File: config.mk
export PLATFORM = sky130hd
export DESIGN_NAME = counter_run_ctrl
export DESIGN_NICKNAME = d
export VERILOG_FILES = /design/src/rtl/counter_run_pkg.sv /design/src/rtl/rr_arbiter.sv /design/src/rtl/counter_run_ctrl.sv
export SDC_FILE = /design/constraint.sdc
export NUM_CORES = 1
export LEC_CHECK = 0
export BUFFER_PORTS_ARGS = -buffer_cell sky130_fd_sc_hd__buf_2
export CAP_MARGIN = 20
export CELL_PAD_IN_SITES_DETAIL_PLACEMENT = 1
export CELL_PAD_IN_SITES_GLOBAL_PLACEMENT = 1
export CORE_MARGIN = 2
export CORE_UTILIZATION = 33
export CTS_CLUSTER_SIZE = 14
export DETAILED_ROUTE_END_ITERATION = 12
export PLACE_DENSITY = 0.78
export SLEW_MARGIN = 20
export SYNTH_ARGS = -nofsm -noshare
export SYNTH_HDL_FRONTEND = slang
export SYNTH_SLANG_ARGS = --single-unit
File: constraint.sdc
create_clock -name clk -period 1.83 [get_ports clk]
set_input_delay 0 -clock clk [delete_from_list [all_inputs] [get_ports clk]]
set_output_delay 0 -clock clk [all_outputs]
set_load 0.02 [all_outputs]
File: src/rtl/counter_run_pkg.sv
// Shared types and helpers for the run controller that owns the bounded step counter.
package counter_run_pkg;

    typedef enum logic [1:0] {
        IDLE = 2'd0,
        RUN  = 2'd1,
        DONE = 2'd2
    } state_e;

    localparam int WIDTH_DEF = 4;
    localparam int MAX_DEF   = 5;
    localparam int NREQ_DEF  = 2;
    localparam int IDX_W_DEF = $clog2(NREQ_DEF);

    typedef logic [IDX_W_DEF-1:0] req_idx_t;

    function automatic logic legal_len(input int unsigned len, input int unsigned max_len);
        return (len != 32'd0) && (len <= max_len);
    endfunction

    function automatic int unsigned next_idx(input int unsigned idx, input int unsigned nreq);
        return (idx + 32'd1) % nreq;
    endfunction

endpackage

File: src/rtl/rr_arbiter.sv
// Round-robin pick: first asserted request at or after the pointer, wrapping.
module rr_arbiter #(
    parameter int NREQ  = 2,
    parameter int IDX_W = (NREQ > 1) ? $clog2(NREQ) : 1
) (
    input  logic [IDX_W-1:0] i_ptr,
    input  logic [NREQ-1:0]  i_req,
    output logic [NREQ-1:0]  o_grant,
    output logic [IDX_W-1:0] o_idx,
    output logic             o_valid
);

    logic [IDX_W-1:0] w_cand;

    // scan requesters starting at the pointer and keep the first hit
    always_comb begin
        o_grant = '0;
        o_idx   = '0;
        o_valid = 1'b0;
        w_cand  = '0;
        for (int off = 0; off < NREQ; off++) begin
            w_cand = IDX_W'((int'(i_ptr) + off) % NREQ);
            if (!o_valid && i_req[w_cand]) begin
                o_valid         = 1'b1;
                o_idx           = w_cand;
                o_grant[w_cand] = 1'b1;
            end else begin
            end
        end
    end

endmodule

File: src/rtl/counter_run_ctrl.sv
// Single owner of the bounded step counter: arbitrates run commands and
// enables the counter for exactly the requested number of steps.
module counter_run_ctrl
    import counter_run_pkg::*;
#(
    parameter int WIDTH = WIDTH_DEF,
    parameter int MAX   = MAX_DEF,
    parameter int NREQ  = NREQ_DEF,
    localparam int IDX_W = $clog2(NREQ)
) (
    input  logic                       clk,
    input  logic                       rst_n,
    input  logic [NREQ-1:0]            req_valid,
    input  logic [NREQ-1:0][WIDTH-1:0] req_len,
    output logic [NREQ-1:0]            req_ready,
    input  logic                       abort,
    output logic [WIDTH-1:0]           cnt,
    output logic                       cnt_en,
    output logic                       busy,
    output logic [IDX_W-1:0]           owner,
    output logic                       done,
    output logic                       aborted,
    output logic                       err
);

    state_e           r_state, w_state_nxt;
    logic [WIDTH-1:0] r_cnt, w_cnt_nxt;
    logic [WIDTH-1:0] r_len, w_len_nxt;
    logic [IDX_W-1:0] r_owner, w_owner_nxt;
    logic [IDX_W-1:0] r_ptr, w_ptr_nxt;
    logic             r_err, w_err_nxt;
    logic             r_aborted, w_aborted_nxt;

    logic [NREQ-1:0]  w_grant;
    logic [IDX_W-1:0] w_arb_idx;
    logic             w_arb_valid;
    logic [WIDTH-1:0] w_arb_len;
    logic [WIDTH-1:0] w_cnt_inc;
    logic [IDX_W-1:0] w_owner_succ;
    logic [IDX_W-1:0] w_grant_succ;

    rr_arbiter #(
        .NREQ  (NREQ),
        .IDX_W (IDX_W)
    ) u_arb (
        .i_ptr   (r_ptr),
        .i_req   (req_valid),
        .o_grant (w_grant),
        .o_idx   (w_arb_idx),
        .o_valid (w_arb_valid)
    );

    assign w_arb_len    = req_len[w_arb_idx];
    assign w_cnt_inc    = r_cnt + WIDTH'(1);
    assign w_owner_succ = IDX_W'(next_idx(32'(r_owner), 32'(NREQ)));
    assign w_grant_succ = IDX_W'(next_idx(32'(w_arb_idx), 32'(NREQ)));

    // next-state, counter update and accept handshake
    always_comb begin
        w_state_nxt   = r_state;
        w_cnt_nxt     = r_cnt;
        w_len_nxt     = r_len;
        w_owner_nxt   = r_owner;
        w_ptr_nxt     = r_ptr;
        w_err_nxt     = 1'b0;
        w_aborted_nxt = 1'b0;
        req_ready     = '0;
        case (r_state)
            IDLE: begin
                if (w_arb_valid) begin
                    req_ready = w_grant;
                    w_len_nxt = w_arb_len;
                    if (legal_len(32'(w_arb_len), 32'(MAX))) begin
                        w_owner_nxt = w_arb_idx;
                        w_cnt_nxt   = '0;
                        w_state_nxt = RUN;
                    end else begin
                        // rejected command still moves the pointer past the offender
                        w_err_nxt = 1'b1;
                        w_ptr_nxt = w_grant_succ;
                    end
                end else begin
                end
            end
            RUN: begin
                if (abort) begin
                    w_cnt_nxt     = '0;
                    w_aborted_nxt = 1'b1;
                    w_ptr_nxt     = w_owner_succ;
                    w_state_nxt   = IDLE;
                end else begin
                    w_cnt_nxt = w_cnt_inc;
                    if (w_cnt_inc == r_len) begin
                        w_state_nxt = DONE;
                    end else begin
                    end
                end
            end
            DONE: begin
                w_cnt_nxt   = '0;
                w_ptr_nxt   = w_owner_succ;
                w_state_nxt = IDLE;
            end
            default: begin
                w_cnt_nxt   = '0;
                w_state_nxt = IDLE;
            end
        endcase
    end

    // state and datapath registers
    always_ff @(posedge clk or negedge rst_n) begin
        if (!rst_n) begin
            r_state   <= IDLE;
            r_cnt     <= '0;
            r_len     <= '0;
            r_owner   <= '0;
            r_ptr     <= '0;
            r_err     <= 1'b0;
            r_aborted <= 1'b0;
        end else begin
            r_state   <= w_state_nxt;
            r_cnt     <= w_cnt_nxt;
            r_len     <= w_len_nxt;
            r_owner   <= w_owner_nxt;
            r_ptr     <= w_ptr_nxt;
            r_err     <= w_err_nxt;
            r_aborted <= w_aborted_nxt;
        end
    end

    assign cnt     = r_cnt;
    assign cnt_en  = (r_state == RUN);
    assign busy    = (r_state != IDLE);
    assign owner   = r_owner;
    assign done    = (r_state == DONE);
    assign aborted = r_aborted;
    assign err     = r_err;

endmodule
== After elaboration in Yosys (flattened, before gate mapping) ==
Cells that the tools add are included.
Word-level totals
  logic and storage cells: 76
  bits in registers: 14
Operators by class
  equality and inequality tests: 8
  order comparisons: 6
  reductions and logical operators: 14
  $add $sub $neg: 4
  bitwise gates (word level): 1
  multiplexer cells: 36
Operator list (number)
  4-bit two-way mux: 5
  1-bit two-way mux: 18
  2-bit two-way mux: 8
  4-bit case mux with 2 select lines: 1
  1-bit by 2-bit < comparator with 1-bit output, second input constant: 3
  2-bit != test, second input constant: 3
  3-bit AND reduction: 2
  4-bit by 1-bit adder with 4-bit output, second input constant: 1
  4-bit equality test: 1
  4-bit by 3-bit less-or-equal comparator with 1-bit output, second input constant: 1
  1-bit logical AND: 4
  2-bit case mux with 2 select lines: 1
  2-bit AND reduction: 2
  4-bit AND reduction: 1
  4-bit nonzero test: 1
  1-bit adder, second input constant: 3
  3-bit by 2-bit != test with 1-bit output, second input constant: 1
  1-bit case mux with 3 select lines: 1
  3-bit nonzero test: 1
  1-bit demux with 1-bit select: 2
  2-bit by 1-bit equality test with 1-bit output, second input constant: 1
  2-bit equality test, second input constant: 1
  1-bit greater-or-equal comparator, second input constant: 2
  2-bit logical NOT: 1
  other kinds (4): 4

== Depth between registers and ports, before layout ==
  depth in word-level cells: 13
  depth in mapped cells: 7

== Cells and area by module ==
Synthesis repeated with hierarchy kept, for this count alone.
Second synthesis, totals
  cells, all modules: 95
  area, all modules: 915.9 um^2
By module, submodules not included
  counter_run_ctrl: area each 883.3 um^2, cells an instance 90, seq. area each 350.3 um^2, times used 1
  rr_arbiter: area each 32.5 um^2, cells an instance 5, seq. area each 0.0 um^2, times used 1

== Least setup slack after synthesis ==
No wires, ideal clock.
  path type: flip-flop to flip-flop
  from: register r_state[1]
  to: register r_ptr
  data arrival time: 1.553 ns
  slack: 0.151 ns
  clock period less this slack: 1.679 ns
  cell stages (with the launch flop): 8
  buffers on the path: 0
  required time: 1.704 ns
  cells stage by stage: dfrtp_1 -> inv_1 -> ha_1 -> nor2b_1 -> nor2_1 -> mux2i_1 -> nor2_1 -> a221o_1
On the way
  cells in the longest elaborated chain, start to end: 3
RTL lines
  start, declared: RTL line counter_run_ctrl.sv:26  | state_e r_state, w_state_nxt;
  start signal, assigned: RTL line counter_run_ctrl.sv:122  | r_state <= w_state_nxt;
  2-bit by 1-bit equality test with 1-bit output *
  via cnt_en: RTL line counter_run_ctrl.sv:18  | output logic cnt_en,
  2-bit != test (no line) / 3-bit nonzero test (equally long branches)
  4-bit AND reduction (no line)
  end signal, assigned: RTL line counter_run_ctrl.sv:126  | r_ptr <= w_ptr_nxt;
  end, declared: RTL line counter_run_ctrl.sv:30  | logic [IDX_W-1:0] r_ptr, w_ptr_nxt;
Mark *: on every way through the listed nets, which the timed path passes. The rest lies on a longest branch.
A chain may end at the register's enable or synchronous reset.

== Final worst setup path ==
  from: register r_state[1]
  to: register r_ptr
On the way
  cells in the longest elaborated chain, start to end: 3
RTL lines
  2-bit by 1-bit equality test with 1-bit output (tied with other cells): RTL line counter_run_ctrl.sv:68  | case (r_state)
  2-bit != test (no line) (tied with other cells)
  4-bit AND reduction (no line)
Parallel ways exist; a longest one is shown, timed or not.

==> results_tabular.tex <==
\begin{tabular}{lr}
\hline
Metric & Value \\
\hline
\multicolumn{2}{l}{\textbf{Die}} \\
\quad Die height & 55.2 um \\
\quad Starting density of the core & 34.9\% \\
\quad Number of placed I/O pins & 25 \\
\quad X dimension of the die & between 50 and 60 um \\
\quad Standard-cell row count & 18 \\
\quad Area enclosed by the die boundary & 0.00305 mm2 \\
\quad Core region area & 0.00248 mm2 \\
\multicolumn{2}{l}{\textbf{Layout}} \\
\quad Ratio of cells with drive above 1 in the final layout & 32.2\% \\
\quad Number of antenna cells inserted & 0 \\
\quad Final core utilization & 44.9\% \\
\quad Count of nets after finishing & 139 \\
\quad Area added between synthesis and finish & 28.7\% \\
\quad Number of inserted filler cells in the final layout & roughly 300 \\
\multicolumn{2}{l}{\textbf{Critical path}} \\
\quad Bufs and invs on worst path & 1 \\
\quad Highest cell delay on the worst timing path & 0.42 ns \\
\quad Worst reg-to-reg path cell count & 7 \\
\quad Worst setup path startpoint & r\_state[1]\$\_DFFE\_PN0P\_ \\
\quad Most used cell along the critical path & nor2\_1 \\
\quad Path type of the worst setup path & reg2reg \\
\quad Startpoint of the worst-slack reg-to-reg timing path & r\_state[1]\$\_DFFE\_PN0P\_ \\
\quad Peak fanout along the critical path & 7 \\
\quad Endpoint of the worst register-to-register path & r\_ptr\$\_DFFE\_PN0P\_ \\
\quad Cell family with the largest share of critical-path delay & simple AND/OR/NAND/NOR gates \\
\quad CP arrival & 1.84 ns \\
\quad Critical path data required time & 2.01 ns \\
\quad Minimum setup slack among reg-to-reg paths & 0.17 ns \\
\quad CP Capture Type & flop \\
\quad Type of element launching the critical path & flop \\
\quad Crit-path cells & inv\_1 -> ha\_1 -> nor2b\_4 -> nor2\_1 -> mux2i\_1 -> nor2\_1 -> a221o\_1 \\
\quad Slowest cell on the critical path & dfrtp\_1 \\
\multicolumn{2}{l}{\textbf{Yosys}} \\
\quad Synth async-reset ratio & 100\% \\
\quad Mean instance size in the synthesized netlist & 9.82 um2 \\
\quad Part of the Yosys area used for sequential elements & 40.5\% \\
\quad Ys Warns & 0 \\
\quad Most instantiated cells after synthesis & dfrtp\_1, o21ai\_0, nor2\_1, mux2i\_1, nand2\_1 \\
\quad Synthesized instance count & 88 \\
\quad Number of synthesized flops with an enable pin & 0 \\
\quad Most common cell in the synthesized netlist & dfrtp\_1 \\
\quad Largest cells by area after synthesis & dfrtp\_1, mux2i\_1, ha\_1, o21ai\_0, nor2\_1 \\
\quad Flip-flop and latch count after synthesis & 14 \\
\quad Leading area contributor after synthesis & dfrtp\_1 \\
\quad Post-synthesis cell type count & 27 \\
\quad Top cell type's share of synthesized area & 40.5\% \\
\quad Post-synthesis instance area & between 800 and 900 um2 \\
\quad Post-Syn Nets & 105 \\
\quad Prevailing post-synth register cell & dfrtp\_1 \\
\multicolumn{2}{l}{\textbf{Place}} \\
\quad Gpl congestion & 0.782 \\
\quad Post-place setup slack & -0.0639 ns \\
\quad Count of buffers inserted at the top-level ports & 24 \\
\quad Detailed-placement wirelength estimate & 1.77 mm \\
\multicolumn{2}{l}{\textbf{Run status}} \\
\quad Run status & finished clean \\
\multicolumn{2}{l}{\textbf{Power}} \\
\quad Share of total power consumed by net switching & 45.3\% \\
\quad Comb power frac & between 50\% and 60\% \\
\quad Switching Power & 0.774 mW \\
\quad Share of total power in the clock network & a little over an eighth \\
\quad Power per standard cell area & around 1500 mW/mm2 \\
\quad Part of the power in registers & 30.4\% \\
\quad Leak Pwr & 0.554 nW \\
\quad Maximum VDD drop & 693 uV \\
\quad Power Total & 1.71 mW \\
\quad Internal power & just over 0.9 mW \\
\multicolumn{2}{l}{\textbf{GRT}} \\
\quad Global Route Usage Sum & 15.9\% \\
\quad Via count of the first global-routing pass & between 700 and 800 \\
\quad Antenna violations before repair & 0 \\
\quad Pin count of the biggest net entering global routing & 15 \\
\quad Wire length of the first global-routing pass & about 3.3 mm \\
\quad Overflow left after global routing & 0 \\
\multicolumn{2}{l}{\textbf{Timing}} \\
\quad RSZ-0062 raised after global routing & false \\
\quad Final max-slew violation count & 0 \\
\quad Slack of the critical path & 0.172 ns \\
\quad Time the worst path needs with I/O delays and setup & $\sim$1.7 ns \\
\quad Relative slew margins & 70.0\% \\
\quad Transition time at the pin with the least slew margin & 0.450 ns \\
\quad Portion of the clock cycle consumed by the worst path in the final layout & between 90\% and 100\% \\
\quad \# setup viols final & 0 \\
\quad Upper clock frequency limit & $\sim$0.60 GHz \\
\quad Clock Skew & 0.00760 ns \\
\quad Fin. Hold Viols & 0 \\
\multicolumn{2}{l}{\textbf{Clock tree}} \\
\quad Number of buffers added by the clock tree synthesis step & 3 \\
\quad Number of sinks handled by clock tree synthesis & 14 \\
\quad Clk Latency, worst-skew pair & 0.29 ns \\
\quad CTS tree & built \\
\quad Clock transition at the register clock pins on the worst setup and hold paths after CTS & 0.10 ns \\
\quad Clk buf depth & 2 \\
\quad Post-CTS Repair Setup Buffers & 0 \\
\quad Clock root cell & clkbuf\_4 \\
\quad Number of levels the H-tree was split into & 1 \\
\multicolumn{2}{l}{\textbf{Detailed routing}} \\
\quad First DRT Iteration DRCs & 13 \\
\quad Routed wire length & between 2 and 2.5 mm \\
\quad DRC violations left & 0 \\
\quad Total number of vias & 786 \\
\quad Routed via count divided by cell count & 5.21 \\
\quad Number of iterations in the first detailed-routing pass & 4 \\
\quad Average wire per standard cell & $\sim$15 um \\
\quad Count of antenna-violating nets left after detailed routing & 0 \\
\multicolumn{2}{l}{\textbf{Min path}} \\
\quad Startpoint of the worst hold path & req\_len[7] \\
\quad Terminating pin of the worst hold path & r\_len[3]\$\_DFFE\_PN0P\_ \\
\quad HP Class & in2reg \\
\quad Hold Crit Depth & 3 \\
\multicolumn{2}{l}{\textbf{Flow run}} \\
\quad Number of max-capacitance violations reported & 0 \\
\hline
\end{tabular}
## stage by stage
stage          instances  hold WS [ns]  setup TNS [ns]  instance area [um2]
2_1_floorplan         88        -0.296               0                  865
3_3_place_gp         145       -0.0836               0                 1050
5_1_grt              151        0.0393               0                 1110
4_1_cts              151        0.0182               0                 1110
3_5_place_dp         145       -0.0789         -0.0639                 1050
6_report             151        0.0152               0                 1110
## placed cells by master, fill, tap and decap left out
cell | synthesis | routed
a211oi_1 | 2 | 2
a21o_2 | 1 | 1
a21oi_1 | 4 | 4
a221o_1 | 2 | 2
a22oi_1 | 1 | 1
and2_1 | 1 | 1
buf_2 | 0 | 24
buf_4 | 0 | 4
clkbuf_4 | 0 | 3
clkbuf_8 | 0 | 1
dfrtp_1 | 14 | 14
dlygate4sd3_1 | 0 | 2
ha_1 | 4 | 4
inv_1 | 4 | 4
inv_2 | 1 | 1
mux2i_1 | 8 | 8
nand2_1 | 7 | 7
nand2b_1 | 2 | 2
nand3_1 | 4 | 4
nand3b_1 | 1 | 1
nor2_1 | 9 | 9
nor2b_4 | 0 | 1
nor3_1 | 1 | 1
o21ai_0 | 10 | 10
o21ai_4 | 1 | 1
o221ai_2 | 1 | 1
o2bb2ai_1 | 1 | 1
o31ai_2 | 2 | 2
xnor2_1 | 2 | 2
xnor3_1 | 1 | 1
xor2_1 | 2 | 2
## power by group through the flow
| stage | combinational [mW] | sequential, mW | clock, mW |
|---|---|---|---|
| 2_1_floorplan | 0.601 | 0.549 | 0 |
| 3_3_place_gp | 0.889 | 0.515 | 0 |
| 3_5_place_dp | 0.940 | 0.526 | 0 |
| 4_1_cts | 0.948 | 0.521 | 0.241 |
| 5_1_grt | 1.06 | 0.536 | 0.255 |
| 6_report | 0.956 | 0.519 | 0.235 |
## worst min-delay path: stages
cell	delay (ns)
buf_2	0.09
mux2i_1	0.06
o21ai_0	0.13
## worst max path at each step
stage	to	slack, ns	cells after the start
after floorplan	r_ptr$_DFFE_PN0P_	0.15	7
after global placement	r_ptr$_DFFE_PN0P_	0.08	7
after detailed placement	r_ptr$_DFFE_PN0P_	-0.06	7
after CTS	r_ptr$_DFFE_PN0P_	0.09	7
after global routing	r_state[0]$_DFFE_PN0P_	0.05	6
final	r_ptr$_DFFE_PN0P_	0.17	7
## area by class of cell
type	count	area, um2	share of cell area [%]
Inverter	5	18.8	1.69
Tap cell	30	37.5	3.37
Clock buffer	4	36.3	3.26
Sequential cell	14	350	31.5
Timing Repair Buffer	30	170	15.3
Multi-Input combinational cell	68	499	44.9
## state kept, by name (all words and copies together), names as in the netlist
signal	flops
cnt	4
r_len	4
r_state	2
aborted	1
err	1
owner	1
r_ptr	1
## kinds of logic after synthesis
family	Yosys count	share of synthesized area (%)
and+or+nand+nor	26	13.6
AOI/OAI and AO/OA	25	21.6
DFF	14	40.5
muxes	8	9.26
buffers and inverters	6	2.60
xor gates and xnor gates	5	6.66
adders and majority gates	4	5.79
## metal layers
layer	vias up	GRT usage, %	part of all wire, %
met3	6	1.61	4.1
met1	371	18.4	45
met5	-	0	0
li1	384	-	-
met4	0	10.2	2.1
met2	25	27.8	49
## what timing repair did
action,4_1_cts,5_1_grt
hold buffers,2,0
gates resized for setup,1,1
endpoints found under the hold margin,15,0
setup endpoints to repair,1,1
(Power assumes the default switching activity.)
